$ cat config.mk
export PLATFORM = sky130hd
export DESIGN_NAME = uart_receive
export DESIGN_NICKNAME = d
export VERILOG_FILES = /design/src/rtl/uart_pkg.sv /design/src/rtl/sync_2ff.sv /design/src/rtl/uart_receive.sv
export SDC_FILE = /design/constraint.sdc
export NUM_CORES = 2
export LEC_CHECK = 0
export BUFFER_PORTS_ARGS = -buffer_cell sky130_fd_sc_hd__buf_2
export CAP_MARGIN = 25
export CORE_MARGIN = 1.5
export CORE_UTILIZATION = 48
export DETAILED_ROUTE_END_ITERATION = 8
export PLACE_DENSITY_LB_ADDON = 0.05
export SLEW_MARGIN = 30
export SYNTH_ARGS = -nofsm -noshare
export SYNTH_HDL_FRONTEND = slang
export SYNTH_SLANG_ARGS = --single-unit
$ cat constraint.sdc
create_clock -name clk_in -period 3.1 [get_ports clk_in]
set_input_delay 0.62 -clock clk_in [delete_from_list [all_inputs] [get_ports clk_in]]
set_output_delay 0.62 -clock clk_in [all_outputs]
set_load 0.01 [all_outputs]
$ cat src/rtl/uart_pkg.sv
// Shared UART definitions used by the receiver and the matching transmitter.
package uart_pkg;

  // Frame progress: waiting for a start edge, qualifying the start bit,
  // shifting data bits, checking the stop bit.
  typedef enum logic [1:0] {
    IDLE  = 2'd0,
    START = 2'd1,
    DATA  = 2'd2,
    STOP  = 2'd3
  } uart_state_t;

  localparam int   FRAME_DATA_BITS = 8;
  localparam logic STOP_LEVEL      = 1'b1;

endpackage

$ cat src/rtl/sync_2ff.sv
// Two-flop synchronizer for a single asynchronous level.
module sync_2ff #(
  parameter logic RESET_VALUE = 1'b1
) (
  input  logic clk_in,
  input  logic rst_in,
  input  logic d,
  output logic q
);

  logic [1:0] stage_reg;

  // First stage may go metastable; the second stage gives it a cycle to settle.
  always_ff @(posedge clk_in) begin
    if (rst_in) begin
      stage_reg <= {2{RESET_VALUE}};
    end else begin
      stage_reg <= {stage_reg[0], d};
    end
  end

  assign q = stage_reg[1];

endmodule

$ cat src/rtl/uart_receive.sv
// 8N1 UART receiver that packs consecutive bytes (LSB byte first) into a
// wide register and publishes it only once every byte lane has been filled.
module uart_receive
  import uart_pkg::*;
#(
  parameter int REGISTER_SIZE  = 1024,
  parameter int CLK_BAUD_RATIO = 8
) (
  input  logic                     clk_in,
  input  logic                     rst_in,
  input  logic                     rx_in,
  output logic [REGISTER_SIZE-1:0] register_out,
  output logic                     valid_out,
  output logic                     busy_out,
  output logic                     frame_error_out
);

  localparam int NUM_BYTES = REGISTER_SIZE / FRAME_DATA_BITS;
  localparam int K_W       = (NUM_BYTES > 1) ? $clog2(NUM_BYTES) : 1;
  localparam int PHASE_W   = $clog2(CLK_BAUD_RATIO) + 1;
  localparam int BIT_W     = $clog2(FRAME_DATA_BITS);

  // The phase counter restarts at 0 on the cycle after each reference point,
  // so a sample lands when it reaches (distance - 1).
  localparam logic [PHASE_W-1:0] HALF_SAMPLE = PHASE_W'(CLK_BAUD_RATIO / 2 - 1);
  localparam logic [PHASE_W-1:0] FULL_SAMPLE = PHASE_W'(CLK_BAUD_RATIO - 1);
  localparam logic [K_W-1:0]     LAST_K      = K_W'(NUM_BYTES - 1);
  localparam logic [BIT_W-1:0]   LAST_BIT    = BIT_W'(FRAME_DATA_BITS - 1);

  logic                       rx_s;
  logic                       rx_prev_reg;
  uart_state_t                state_reg;
  logic [PHASE_W-1:0]         phase_reg;
  logic [BIT_W-1:0]           bit_reg;
  logic [K_W-1:0]             k_reg;
  logic [FRAME_DATA_BITS-1:0] shift_reg;
  logic [REGISTER_SIZE-1:0]   buf_reg;
  logic [REGISTER_SIZE-1:0]   buf_next;

  sync_2ff #(
    .RESET_VALUE (1'b1)
  ) u_rx_sync (
    .clk_in (clk_in),
    .rst_in (rst_in),
    .d      (rx_in),
    .q      (rx_s)
  );

  // Buffer contents as they would be with the current byte dropped into lane k.
  genvar gi;
  generate
    for (gi = 0; gi < NUM_BYTES; gi++) begin : g_lane
      assign buf_next[FRAME_DATA_BITS*gi +: FRAME_DATA_BITS] =
        (k_reg == K_W'(gi)) ? shift_reg : buf_reg[FRAME_DATA_BITS*gi +: FRAME_DATA_BITS];
    end
  endgenerate

  // Frame FSM: start-edge detect, mid-bit sampling, byte packing and publish.
  always_ff @(posedge clk_in) begin
    if (rst_in) begin
      rx_prev_reg     <= 1'b1;
      state_reg       <= IDLE;
      phase_reg       <= '0;
      bit_reg         <= '0;
      k_reg           <= '0;
      shift_reg       <= '0;
      buf_reg         <= '0;
      register_out    <= '0;
      valid_out       <= 1'b0;
      frame_error_out <= 1'b0;
    end else begin
      rx_prev_reg     <= rx_s;
      valid_out       <= 1'b0;
      frame_error_out <= 1'b0;
      case (state_reg)
        IDLE: begin
          phase_reg <= '0;
          if (rx_prev_reg && !rx_s) begin
            state_reg <= START;
          end
        end
        START: begin
          if (phase_reg == HALF_SAMPLE) begin
            phase_reg <= '0;
            bit_reg   <= '0;
            // A line already back high mid start-bit is treated as noise.
            state_reg <= rx_s ? IDLE : DATA;
          end else begin
            phase_reg <= phase_reg + PHASE_W'(1);
          end
        end
        DATA: begin
          if (phase_reg == FULL_SAMPLE) begin
            phase_reg <= '0;
            shift_reg <= {rx_s, shift_reg[FRAME_DATA_BITS-1:1]};
            bit_reg   <= bit_reg + BIT_W'(1);
            if (bit_reg == LAST_BIT) begin
              state_reg <= STOP;
            end
          end else begin
            phase_reg <= phase_reg + PHASE_W'(1);
          end
        end
        STOP: begin
          if (phase_reg == FULL_SAMPLE) begin
            phase_reg <= '0;
            state_reg <= IDLE;
            if (rx_s == STOP_LEVEL) begin
              buf_reg <= buf_next;
              if (k_reg == LAST_K) begin
                register_out <= buf_next;
                valid_out    <= 1'b1;
                k_reg        <= '0;
              end else begin
                k_reg <= k_reg + K_W'(1);
              end
            end else begin
              frame_error_out <= 1'b1;
            end
          end else begin
            phase_reg <= phase_reg + PHASE_W'(1);
          end
        end
        default: state_reg <= IDLE;
      endcase
    end
  end

  // Busy covers both an in-flight frame and a partially filled register.
  assign busy_out = (state_reg != IDLE) || (k_reg != '0);

endmodule

==> impl_metrics.py <==
metrics = {
    "worst_setup_path": {
        "worst_path_dominant_cell_family": "simple AND/OR/NAND/NOR gates",
        "worstSetupStartpointType": "flop",
        "cp_slowest_cell": "or3_1",
        "timing.critical_path.buf_inv": 2,
        "crit_path_cell_trace": "buf_8, nor4b_4, nand2_2, or3_1, buf_6",
        "r2r_start": "k_reg[0]",
        "cp_num_cells": 5,
        "r2r.worst_path.cells": 6,
        "cp_max_fanout": 20,
        "critical_path_data_arrival_time_ps": 2350,
        "worst_setup_path_end_kind": "primary output",
        "critPathMaxStageDelay_ps": 390,
        "timing.setup.critical_path_class": "flop to primary output",
        "critPathRequiredTime_ps": 2480,
        "reg2reg_slack_ps": 220,
        "crit-reg2reg-capture": "register_out[671]",
        "crit_path_start": "k_reg[4]",
    },
    "logic_synthesis": {
        "netlist-cell-type-count": 47,
        "post_synth_fa_ha_maj_area_fraction_pct": 0.107,
        "ys_seq_elements": 2069,
        "synthesized_area_sq_um": 81900,
        "synth_xor_xnor_area_share_pct": 0.0962,
        "synth_compound_area_share_pct": 6.41,
        "postSynthNetCount": 8279,
        "synth_sequential_area_ratio_pct": 50.5,
        "synthCells": 8269,
        "yosys.area_share.simple_pct": 14.4,
        "synthMuxAreaShare_pct": 25.0,
        "dominant_combinational_cell_family_by_area_after_synthesis": "multiplexers",
        "syn_avg_cell_area_sq_um": 9.91,
        "yosys_warnings": 0,
    },
    "pwr": {
        "post-layout-total-power_w": 0.0527,
        "vdd_ir_drop_max_mv": 0.561,
        "power.switching_w": 0.0112,
        "power_leakage_nw": 38.7,
        "sequential_power_share_pct": 50.5,
        "fraction_of_power_spent_switching_nets_pct": 21.2,
        "power.internal_w": 0.0415,
        "clockPowerShare_pct": 48.3,
        "comb_pwr_share_pct": 1.2,
        "cellPowerDensity_nw_per_um2": 544,
    },
    "sta": {
        "worst_slew_pin_slew_ps": 970,
        "clock.fmax_mhz": 337,
        "period_share_pct": 95.8,
        "remaining_max_slew_budget_at_the_tightest_pin_pct": 35.2,
        "final.setup_skew_ps": 28.2,
        "final_hold_viol_count": 0,
        "timing.final.setup_violations": 0,
        "slew_viol_final": 0,
        "setup_tns_ps": 0,
        "setup_repair_after_global_routing_missed_its_margin": "no",
        "finalCriticalPeriod_ps": 2970,
    },
    "layout": {
        "layout-area-overhead-vs-synth_pct": 18.2,
        "multi_input_comb_area_sq_um": 37800,
        "layout_cells_sized_above_1_pct": 19.8,
        "final_nets": 9059,
        "largest_register_ff_count": 1024,
        "final-seq-area_sq_um": 41500,
        "nFillCells": 15000,
    },
    "global_route": {
        "total_global_route_track_usage_pct": 29.5,
        "grt_antenna_before_repair": 3,
        "overflow": 0,
        "largest_net_degree_at_the_start_of_global_routing": 221,
        "grt_pass1_wl_um": 389000,
        "first_global_vias": 58800,
    },
    "die": {
        "fp.dieH_um": 416,
        "floorplan.die_area_sq_um": 173000,
        "die_x_um": 416,
        "pin_count": 1030,
        "coreArea_sq_um": 169000,
        "initial_core_util_pct": 48.4,
        "row_count": 151,
    },
    "place": {
        "dp_hpwl_um": 177000,
        "io_buffer_count": 1029,
        "finalWeightedCongestion": 0.838,
    },
    "clocking": {
        "cts_clk_pin_slew_worst_paths_ps": 70,
        "cts-root-to-sink-buffers": 3,
        "cts_tree": "built",
        "tritoncts.num_buffers": 212,
        "cts.root.buffer_cell": "clkbuf_16",
        "worst_skew_pair.late_latency_ps": 850,
        "h_tree_level_count": 4,
        "cts.sinks": 2069,
    },
    "drt": {
        "drt_first_iter_violations": 3858,
        "avgRoutedWirePerCell_um": 23.2,
        "avgViaCountPerCell": 5.42,
        "detail_route.wirelength_um": 266000,
        "number_of_nets_with_antenna_violations_after_detailed_routing": 0,
        "route.vias.total": 62000,
        "drt_pass1_iterations": 5,
        "drt_drc_violations_left": 0,
    },
    "status": {
        "status": "completed",
    },
    "hold_path": {
        "min_path_cells": 2,
        "holdPathEnd": "buf_reg[316]",
        "hp-class": "input port to flop",
        "hp-start": "rst_in",
    },
    "job": {
        "timing.max_cap.violations": 0,
    },
}
final cells by class:
cell class                      count  share of cell area [%]
Timing Repair Buffer             1264                    8.06
Clock buffer                      329                    6.62
Multi-Input combinational cell   5491                    39.0
Clock inverter                     48                   0.536
Inverter                           11                  0.0426
Tap cell                         2218                    2.87
Sequential cell                  2069                    42.8
Antenna cell                        1                 0.00258
placed cells by master, fill, tap and decap left out, drive strengths merged, types with 2 or more instances in the layout:
master	Yosys	routed
dfxtp	2069	2069
mux2i	2043	2043
buf	134	1263
nor2	1105	1105
nand2	1088	1088
o21ai	1018	1018
clkbuf	564	329
nor4	131	131
clkinv	1	33
inv	10	14
nand4b	13	13
nand4bb	12	12
nor4bb	12	12
xnor2	9	9
bufinv	0	9
a22o	8	8
ha	7	7
nand4	5	5
or4b	4	4
nor4b	4	4
nor2b	4	4
nand2b	4	4
a21oi	3	3
clkinvlp	0	3
or2	3	3
and2	2	2
a311oi	2	2
nand3b	2	2
nand3	2	2
synth_stat cells, drive strengths merged:
cell type  count  area, sq um
dfxtp       2069        41400
mux2i       2043        20400
nor2        1105         4310
nand2       1088         4080
o21ai       1018         5090
clkbuf       564         2120
buf          134          709
nor4         131         2730
nand4b        13          114
nand4bb       12          135
nor4bb        12          120
inv           10         37.5
xnor2          9         78.8
a22o           8         70.1
ha             7         87.6
nand4          5         82.6
nand2b         4         25.0
nor2b          4         25.0
nor4b          4         47.6
or4b           4         40.0
a21oi          3         15.0
or2            3         18.8
a311oi         2         17.5
and2           2         12.5
nand3          2         10.0
nand3b         2         15.0
a211oi         1         7.51
a21o           1         7.51
a221oi         1         8.76
a31oi          1         6.26
clkinv         1         3.75
nor3           1         5.00
o211a          1         10.0
o211ai         1         7.51
o41a           1         11.3
or3            1         6.26
or3b           1         8.76
power by group through the flow:
stage	Combinational, W	Sequential (W)	Clock (W)
final	0.000645	0.0266	0.0254
after global routing	0.000684	0.0266	0.0270
after CTS	0.000638	0.0266	0.0259
after detailed placement	0.000634	0.0272	0
after global placement	0.000629	0.0272	0
after floorplan	0.000441	0.0272	0
metrics by stage:
stage,instance area (sq um),hold slack (ps),worst slack [ps],std cells,util (%)
detailed placement,89700,409,64.3,11000,52.9
finish,96800,138,130,11400,57.1
global placement,89700,394,73.7,11000,52.9
CTS,96700,71.3,29.2,11400,57.1
floorplan,81900,389,515,8269,-
global route,96800,102,18.0,11400,57.1
cell families after synthesis:
family	count (synthesis)
buf+inv	709
xor+xnor	9
simple gates	2394
flops	2069
fa+ha+maj	7
compound gates	1038
mux	2043
how the worst max path moves through the flow:
stage                              to  slack (ps)
global placement    register_out[668]          70
detailed placement  register_out[666]          60
CTS                          busy_out          30
floorplan                    busy_out         520
finish                       busy_out         130
global route                 busy_out          20
timing repair:
item                                   CTS  global route
endpoints found under the hold margin    1             0
setup endpoints to repair                1             2
resized for setup                       16             1
pin swaps                                4             3
buffers inserted                         4             3
hold buffers                             1             0
per-layer routing:
metal | track usage (%) | vias up | share of wire [%]
met5 | 0 | - | 0.0049
met4 | 16.9 | 2 | 6.1
met3 | 4.47 | 478 | 4.6
met2 | 48.6 | 1606 | 47
met1 | 36.9 | 30200 | 42
li1 | - | 29600 | -
Note: power is estimated with default switching activity, not from simulation.
